**config.mk**
```make
export PLATFORM = sky130hd
export DESIGN_NAME = l_preamble_seq
export DESIGN_NICKNAME = d
export VERILOG_FILES = /design/src/rtl/l_preamble_pkg.sv /design/src/rtl/l_preamble_iq_half_avg.sv /design/src/rtl/l_preamble_seq.sv
export SDC_FILE = /design/constraint.sdc
export NUM_CORES = 1
export LEC_CHECK = 0
export BUFFER_PORTS_ARGS = -buffer_cell sky130_fd_sc_hd__buf_2
export CAP_MARGIN = 15
export CORE_MARGIN = 2
export CORE_UTILIZATION = 54
export CTS_CLUSTER_SIZE = 20
export DETAILED_ROUTE_END_ITERATION = 8
export PLACE_DENSITY = 0.82
export RECOVER_POWER = 50
export SLEW_MARGIN = 25
export SYNTH_ARGS = -nofsm -noshare
export SYNTH_HDL_FRONTEND = slang
export SYNTH_SLANG_ARGS = --single-unit
```
**constraint.sdc**
```tcl
create_clock -name clk -period 4.51 [get_ports clk]
set_input_delay 0.902 -clock clk [delete_from_list [all_inputs] [get_ports clk]]
set_output_delay 0.902 -clock clk [all_outputs]
set_load 0.02 [all_outputs]
```
**src/rtl/l_preamble_pkg.sv**
```systemverilog
// Shared constants and state encoding for the legacy 802.11a/g preamble sequencer.
package l_preamble_pkg;

  localparam int N_STF   = 160;
  localparam int LTF_SYM = 64;
  localparam int N_TOTAL = 320;
  localparam int IQ_W    = 16;
  localparam int IDX_W   = $clog2(N_TOTAL + 1);

  typedef enum logic [2:0] {
    IDLE,
    STF,
    LTF_GI,
    LTF1,
    LTF2,
    DRAIN
  } state_t;

endpackage

```
**src/rtl/l_preamble_iq_half_avg.sv**
```systemverilog
// Per-component (a+b)>>>1 on packed I/Q words; halve mode zeroes b so the same
// 17-bit sum path yields a>>>1.
module iq_half_avg
  import l_preamble_pkg::*;
(
  input  logic [2*IQ_W-1:0] a,
  input  logic [2*IQ_W-1:0] b,
  input  logic              halve,
  output logic [2*IQ_W-1:0] y
);

  logic [2*IQ_W-1:0] b_eff;
  logic [IQ_W:0]     sum_i;
  logic [IQ_W:0]     sum_q;

  always_comb begin
    b_eff = halve ? '0 : b;
    sum_i = {a[2*IQ_W-1], a[2*IQ_W-1:IQ_W]} + {b_eff[2*IQ_W-1], b_eff[2*IQ_W-1:IQ_W]};
    sum_q = {a[IQ_W-1], a[IQ_W-1:0]} + {b_eff[IQ_W-1], b_eff[IQ_W-1:0]};
    // dropping the sum's lsb is the arithmetic shift; sign lives in bit IQ_W
    y = {IQ_W'(sum_i >> 1), IQ_W'(sum_q >> 1)};
  end

endmodule

```
**src/rtl/l_preamble_seq.sv**
```systemverilog
// Legacy preamble sequencer: walks the L-STF / L-LTF ROMs and streams 320
// windowed samples on a valid/ready interface.
//
// state  | meaning
// IDLE   | waiting for start, outputs quiet
// STF    | loading STF periods (idx 0..159)
// LTF_GI | loading LTF double guard (idx 160..191)
// LTF1   | loading first LTF symbol (idx 192..255)
// LTF2   | loading second LTF symbol (idx 256..319)
// DRAIN  | holding sample 319 until accepted
module l_preamble_seq
  import l_preamble_pkg::*;
#(
  parameter int STF_REPS   = N_STF / 16,
  parameter int LTF_GI_LEN = 32,
  parameter int WINDOW_EN  = 1
) (
  input  logic              clk,
  input  logic              rst,
  input  logic              start,
  input  logic              abort,
  output logic [3:0]        stf_addr,
  input  logic [2*IQ_W-1:0] stf_data,
  output logic [5:0]        ltf_addr,
  input  logic [2*IQ_W-1:0] ltf_data,
  output logic [2*IQ_W-1:0] m_data,
  output logic              m_valid,
  input  logic              m_ready,
  output logic              m_last,
  output logic              busy,
  output logic              done
);

  localparam int STF_END  = STF_REPS * 16;
  localparam int GI_END   = STF_END + LTF_GI_LEN;
  localparam int LTF1_END = GI_END + LTF_SYM;
  localparam int LAST_IDX = LTF1_END + LTF_SYM - 1;

  state_t            state, state_nx;
  logic [IDX_W-1:0]  idx;
  logic              ld;
  logic              hs;
  logic              win_halve;
  logic              win_avg;
  logic [2*IQ_W-1:0] win_word;
  logic [2*IQ_W-1:0] sample;

  assign hs   = m_valid && m_ready;
  assign busy = (state != IDLE);

  always_ff @(posedge clk) begin
    if (rst) state <= IDLE;
    else     state <= state_nx;
  end

  always_comb begin
    state_nx = state;
    ld       = 1'b0;
    stf_addr = '0;
    ltf_addr = '0;
    case (state)
      IDLE: begin
        if (start) state_nx = STF;
      end
      STF: begin
        ld       = !m_valid || m_ready;
        stf_addr = idx[3:0];
        if (ld && idx == IDX_W'(STF_END - 1)) state_nx = LTF_GI;
      end
      LTF_GI: begin
        // stf_addr stays 0 here, which supplies STF word 0 for the boundary average
        ld       = !m_valid || m_ready;
        ltf_addr = 6'(idx - IDX_W'(STF_END) + IDX_W'(LTF_SYM - LTF_GI_LEN));
        if (ld && idx == IDX_W'(GI_END - 1)) state_nx = LTF1;
      end
      LTF1: begin
        ld       = !m_valid || m_ready;
        ltf_addr = 6'(idx - IDX_W'(GI_END));
        if (ld && idx == IDX_W'(LTF1_END - 1)) state_nx = LTF2;
      end
      LTF2: begin
        ld       = !m_valid || m_ready;
        ltf_addr = 6'(idx - IDX_W'(GI_END));
        if (ld && idx == IDX_W'(LAST_IDX)) state_nx = DRAIN;
      end
      DRAIN: begin
        if (hs) state_nx = IDLE;
      end
      default: state_nx = IDLE;
    endcase
    if (abort) state_nx = IDLE;
  end

  assign win_halve = (WINDOW_EN != 0) && (state == STF) && (idx == '0);
  assign win_avg   = (WINDOW_EN != 0) && (state == LTF_GI) && (idx == IDX_W'(STF_END));

  iq_half_avg u_win (
    .a     (stf_data),
    .b     (ltf_data),
    .halve (win_halve),
    .y     (win_word)
  );

  always_comb begin
    sample = (state == STF) ? stf_data : ltf_data;
    if (win_halve || win_avg) sample = win_word;
  end

  always_ff @(posedge clk) begin
    if (rst) begin
      idx     <= '0;
      m_data  <= '0;
      m_valid <= 1'b0;
      m_last  <= 1'b0;
      done    <= 1'b0;
    end else begin
      done <= (state == DRAIN) && hs && !abort;
      if (abort) begin
        idx     <= '0;
        m_valid <= 1'b0;
        m_last  <= 1'b0;
      end else if (ld) begin
        m_data  <= sample;
        m_valid <= 1'b1;
        m_last  <= (idx == IDX_W'(LAST_IDX));
        idx     <= idx + 1'b1;
      end else begin
        if (hs) begin
          m_valid <= 1'b0;
          m_last  <= 1'b0;
        end
        if (state == IDLE) idx <= '0;
      end
    end
  end

endmodule

```
## After elaboration in Yosys (flattened, before gate mapping)

Index checks and enable logic that the tools add are counted.

| operators by class | value |
|---|---|
| add/subtract/negate cells | 6 |
| equality and inequality tests | 16 |
| mux-type cells | 18 |
| bitwise operators | 1 |
| reductions and logical operators | 23 |

Operators with widths:

| cell | number |
|---|---|
| 32-bit two-way mux | 3 |
| 9-bit by 8-bit equality test with 1-bit output (second input constant) | 4 |
| 16-bit by 16-bit adder with 17-bit output | 2 |
| 3-bit two-way mux | 6 |
| 9-bit two-way mux | 2 |
| 3-bit one-hot mux with 6 select lines | 1 |
| 2-bit inequality test (second input constant) | 6 |
| 6-bit one-hot mux with 2 select lines | 1 |
| 9-bit by 1-bit adder with 9-bit output (second input constant) | 1 |
| 9-bit equality test (second input constant) | 1 |
| 1-bit logical AND | 9 |
| 9-bit zero test | 1 |
| 6-bit adder (second input constant) | 1 |
| 3-bit by 2-bit equality test with 1-bit output (second input constant) | 2 |
| 3-bit equality test (second input constant) | 2 |
| 6-bit AND reduction | 1 |
| 6-bit by 1-bit subtractor with 6-bit output (second input constant) | 1 |
| 6-bit subtractor (second input constant) | 1 |
| 1-bit two-way mux | 4 |
| 4-bit two-way mux | 1 |
| 2-bit nonzero test | 2 |
| 2-bit OR reduction | 2 |
| 4-bit OR reduction | 1 |
| 3-bit by 1-bit equality test with 1-bit output (second input constant) | 1 |
| other kinds (6) | 8 |

| word-level totals | value |
|---|---|
| bits in registers | 47 |
| input bits | 69 |

## Logic depth before layout (Yosys ltp)

| logic depth | value |
|---|---|
| depth after elaboration | 5 |
| gate-level depth with buffers | 16 |
| gate-level depth less buffers | 15 |

## Modules after synthesis

From an unflattened synthesis, not the netlist that was laid out.

| second synthesis, totals | value |
|---|---|
| cell total of the unflattened synthesis | 577 |
| area, all modules | 4929.7 µm² |

By module, submodules not included:

| module | times used | cells each | area an instance (µm²) | sequential area each (µm²) |
|---|---|---|---|---|
| l_preamble_seq | 1 | 317 | 3083.0 | 940.9 |
| iq_half_avg | 1 | 260 | 1846.8 | 0.0 |

## Least setup slack after synthesis

Ideal clock, no wire load.

| timing path | value |
|---|---|
| path kind | register -> register |
| start point | register idx[0] |
| end point | register m_data[31] |
| setup time | 0.078 ns |
| data arrival time | 3.161 ns |
| path slack | 1.271 ns |
| cell stages (with the launch flop) | 16 |
| clock period less this slack | 3.239 ns |
| cell sequence | dfxtp_1 > inv_1 > ha_1 > nor4b_4 > nand4_2 > clkbuf_1 > and2_1 > ha_1 > nor2b_1 > o31a_1 > o32ai_1 > o21ai_1 > a31oi_1 > nand2b_1 > a31oi_1 > nor3_1 |

| on the way | value |
|---|---|
| cells in the longest elaborated chain, start to end | 5 |

RTL lines:

| item | line | source |
|---|---|---|
| start, declared | l_preamble_seq.sv:40 | `logic [IDX_W-1:0] idx;` |
| start signal, assigned | l_preamble_seq.sv:126 | `idx <= idx + 1'b1;` |
| 9-bit zero test | l_preamble_seq.sv:94 | `assign win_halve = (WINDOW_EN != 0) && (state == STF) && (idx == '0);` |
| 1-bit logical AND | l_preamble_seq.sv:94 |  |
| 32-bit two-way mux | l_preamble_iq_half_avg.sv:17 | `b_eff = halve ? '0 : b;` |
| 16-bit by 16-bit adder with 17-bit output | l_preamble_iq_half_avg.sv:18 | `sum_i = {a[2*IQ_W-1], a[2*IQ_W-1:IQ_W]} + {b_eff[2*IQ_W-1], b_eff[2*IQ_W-1:IQ_W]};` |
| 32-bit two-way mux * | l_preamble_seq.sv:106 | `if (win_halve \|\| win_avg) sample = win_word;` |
| end signal, assigned | l_preamble_seq.sv:123 | `m_data <= sample;` |
| end, declared | l_preamble_seq.sv:26 | `output logic [2*IQ_W-1:0] m_data,` |

Every way passes the cells marked *; elsewhere a longest branch is shown, timed or not.
A chain may end at the register's enable or synchronous reset.

## Worst setup path in the final report

| timing path | value |
|---|---|
| start point | register idx[0] |
| end point | register m_data[13] |

| on the way | value |
|---|---|
| cells in the longest elaborated chain, start to end | 5 |

RTL lines:

| item | line | source |
|---|---|---|
| 9-bit zero test | l_preamble_seq.sv:94 |  |
| 1-bit logical AND | l_preamble_seq.sv:94 |  |
| 32-bit two-way mux | l_preamble_iq_half_avg.sv:17 |  |
| 16-bit by 16-bit adder with 17-bit output | l_preamble_iq_half_avg.sv:19 | `sum_q = {a[IQ_W-1], a[IQ_W-1:0]} + {b_eff[IQ_W-1], b_eff[IQ_W-1:0]};` |
| 32-bit two-way mux * | l_preamble_seq.sv:106 |  |

Marks and branches as above.

==> reports/metrics.csv <==
stage;metric;value;unit
pwr;Logic pwr share;39.0;%
critical_path;worst setup path startpoint;idx[0];
clock_network;TritonCTS clock tree;built;
placed_design;Post-DP HPWL;8809;µm
floorplanning;die width;93.09;µm
critical_path;CP cell instances;inv_1 -> ha_1 -> nor4b_4 -> nand4_2 -> buf_4 -> and2_1 -> fa_1 -> a21o_1 -> a21o_1 -> a211oi_1 -> o31ai_1 -> nand3_1 -> nand2_1 -> xor2_1 -> o31a_1;
critical_path;Worst Reg2Reg Path Length in Cells;15;
drt;via/cell ratio;5.941;
critical_path;crit path kind;reg -> reg;
grt;largest net degree at the start of global routing;38;
grt;M2 GR Usage;43.36;%
pwr;P_int;0.0007370;W
timing;Slew HR;16.72;%
synthesis;FFs w/ async S/R, synth;0;%
critical_path;CP peak stage delay;0.42;ns
critical_path;WP data arrival;3.83;ns
synthesis;flops & latches, synth;47;
clock_network;CTS Sinks;47;
synthesis;post-synthesis mux area share;7.299;%
drt;total iterations of the first detailed-routing run;5;
placed_design;PortBufs;114;
clock_network;clock-pin slew on the worst setup and hold paths;0.09;ns
synthesis;number of flops mapped to enable cells by yosys;0;
synthesis;Yosys cell types;59;
synthesis;top_reg_cell synth;dfxtp_1;
grt;Top Usage Layer GRT;met2;
floorplanning;Die Footprint;8665;µm²
synthesis;Post-Syn Area per Cell;7.598;µm²
timing;Period minus WS final;3.635;ns
grt;M1 GR Usage;37.86;%
min_path;Min-Delay Path Class;reg -> reg;
floorplanning;site row count;32;
final_layout;Final Instance Area;4906;µm²
clock_network;Clock Latency Late Sink;0.30;ns
placed_design;Placed Instance Area;4863;µm²
drt;initial DRC count;312;
timing;setup tns final;0;ns
final_layout;Syn-to-layout area delta;14.48;%
critical_path;Data required, critical path;4.71;ns
synthesis;Synth top cells by count;a21oi_1 (54), nor2_1 (50), dfxtp_1 (47), nand2_1 (47), o21ai_0 (37);
floorplanning;Die Y-Extent;93.09;µm
synthesis;Synth Area in Simple Gates;25.46;%
pwr;Sw Pwr;0.0004152;W
clock_network;Root Buffer;clkbuf_8;
clock_network;postcts setup bufs;0;
drt;routed wire length;11730;µm
synthesis;YS warnings;0;
floorplanning;initial core utilization;55.46;%
critical_path;Worst setup endpoint;m_data[13];
synthesis;Synth Area in Adders;10.57;%
pwr;leakage;2.019;nW
timing;Final Max Slew Viols;0;
pwr;switching share of power;36.03;%
drt;drt wl/cell;15.49;µm
floorplanning;IO Count;115;
timing;Final Setup Violations;0;
synthesis;Synth Area in Compound Gates;25.26;%
timing;Worst Max-Slew Pin Slew;1.249;ns
grt;Total Routing Usage GR;26.89;%
synthesis;xor and xnor area share after synthesis;4.905;%
clock_network;number of buffers created by CTS;5;
timing;Final Cycle Share;80.59;%
drt;antenna-violating nets left;0;
pwr;Seq pwr share;38.0;%
grt;initial antenna violation count;0;
synthesis;Synth Cell Area;4285;µm²
drt;DR DRC count;0;
placed_design;routability cong.;0.8948;
critical_path;Worst setup EP type;flop;
drt;Via Count;4497;
synthesis;post-synthesis sequential area ratio;21.96;%
synthesis;cell taking the most area after synthesis;dfxtp_1;
job;maxcap violations;0;
final_layout;layout cells sized above 1;16.03;%
critical_path;CP max FO;33;
timing;RSZ-0062 raised after global routing;false;
synthesis;top cell type's share of synthesized area;21.96;%
timing;Final Hold Vio Count;0;
synthesis;Syn Inst Count;564;
grt;Global Route met3 Usage;3.304;%
final_layout;# diodes;0;
synthesis;most frequent cell after synthesis;a21oi_1;
clock_network;CTS Hold Bufs;0;
pwr;clock share of power;23.0;%
grt;vias in the first global route;4122;
final_layout;Final #Nets;759;
synthesis;largest family of logic cells by synthesized area;simple AND/OR/NAND/NOR gates;
grt;first-pass GRT wire length;19130;µm
timing;Final Skew;0.005770;ns
critical_path;CP max-delay cell;fa_1;
clock_network;PostCTS Resize Cnt;0;
critical_path;RR Startpoint;idx[0];
status;status;completed;
floorplanning;core box area;7727;µm²
synthesis;Synthesized Nets;668;
synthesis;synth top area cells;dfxtp_1 (22%), ha_1 (9.6%), mux2i_1 (6.8%), a21oi_1 (6.3%), and2_1 (5.1%);
clock_network;H-tree depth;2;
pwr;peak supply drop;150.6;µV
critical_path;startpoint types;flop;
critical_path;CP dominant cell by count;a21o_1;
critical_path;internal reg-to-reg setup slack;0.88;ns
clock_network;clk buf depth;2;
timing;fmax;275.1;MHz
critical_path;reg2reg end;m_data[13];
grt;GRT overflow;0;
pwr;Power Density;234.9;nW/µm²
[routing by layer]
metal	share of wire, %	vias to the layer above
met5	0	-
li1	-	2212
met3	7.2	11
met4	0.94	0
met1	46	2095
met2	45	179
[flip-flops by register name, indices dropped and copies added (netlist names)]
register	count
done	1
idx	9
m_data	32
m_last	1
m_valid	1
state	3
[cells in the final DEF (no fill, tap or decap), types with 8 or more instances in the layout]
master and n:
nand2_1 47, nor2_1 50, buf_2 78, o21ai_0 37, xor2_1 12, clkbuf_1 36
mux2i_1 29, inv_1 10, and2_1 35, ha_1 33, a21oi_1 54, a21o_1 15
dfxtp_1 47, o211ai_1 8, xnor2_1 12, nor2b_1 13, a31oi_1 11, nor3_1 15
nand3_1 20, a211oi_1 13
[cell type report]
class | count | area [µm²]
well taps | 102 | 127.6
repair buffers | 119 | 563.0
clock buffers | 6 | 82.58
clock inverters | 1 | 5.005
multi-input cells | 472 | 3149
flip-flops and latches | 47 | 940.9
inverters | 10 | 37.54
fillers | 710 | 2821
[worst max-delay path: cells and delay by family, from the launching register on]
kind	cells	cell delay [ns]
AND/OR/NAND/NOR	5	0.88
XOR/XNOR	1	0.14
AO/OA/AOI/OAI	5	1.21
adder cells (fa/ha/maj)	2	0.57
flip-flops	1	0.35
buffers and inverters	2	0.36
[power by group through the flow]
stage                     combinational, W  clock [W]  sequential (W)
after floorplan                   0.000319          0        0.000458
after global placement            0.000435          0        0.000446
after detailed placement          0.000444          0        0.000447
after CTS                         0.000447   0.000274        0.000437
after global routing              0.000499   0.000289        0.000440
final                             0.000450   0.000265        0.000438
[stage by stage]
stage,util (%),hold WS (ns),worst slack (ns),std cells,total power [W]
after global routing,63.49,0.4752,0.6076,757,0.001228
after floorplan,-,0.4778,1.271,564,0.0007775
after global placement,62.94,0.4398,1.014,750,0.0008819
after CTS,64.07,0.4571,0.9252,757,0.001159
final,63.49,0.4568,0.8755,757,0.001152
after detailed placement,62.94,0.4438,0.9247,750,0.0008910
[cell families after synthesis]
group	after synthesis
XOR/XNOR	24
buffers and inverters	45
AO/OA/AOI/OAI	170
adder cells (fa/ha/maj)	35
AND/OR/NAND/NOR	212
multiplexers	31
flip-flops	47
[worst min path at each step]
| stage | from | to | slack, ns | cells after the start |
|---|---|---|---|---|
| after CTS | m_data[0] | m_data[0] | 0.46 | 2 |
| after global placement | m_data[17] | m_data[17] | 0.44 | 2 |
| after detailed placement | m_data[15] | m_data[15] | 0.44 | 2 |
| final | m_data[0] | m_data[0] | 0.46 | 2 |
| after global routing | m_data[24] | m_data[24] | 0.48 | 2 |
| after floorplan | idx[1] | idx[1] | 0.48 | 2 |
Note: power is estimated with default switching activity, not from simulation.
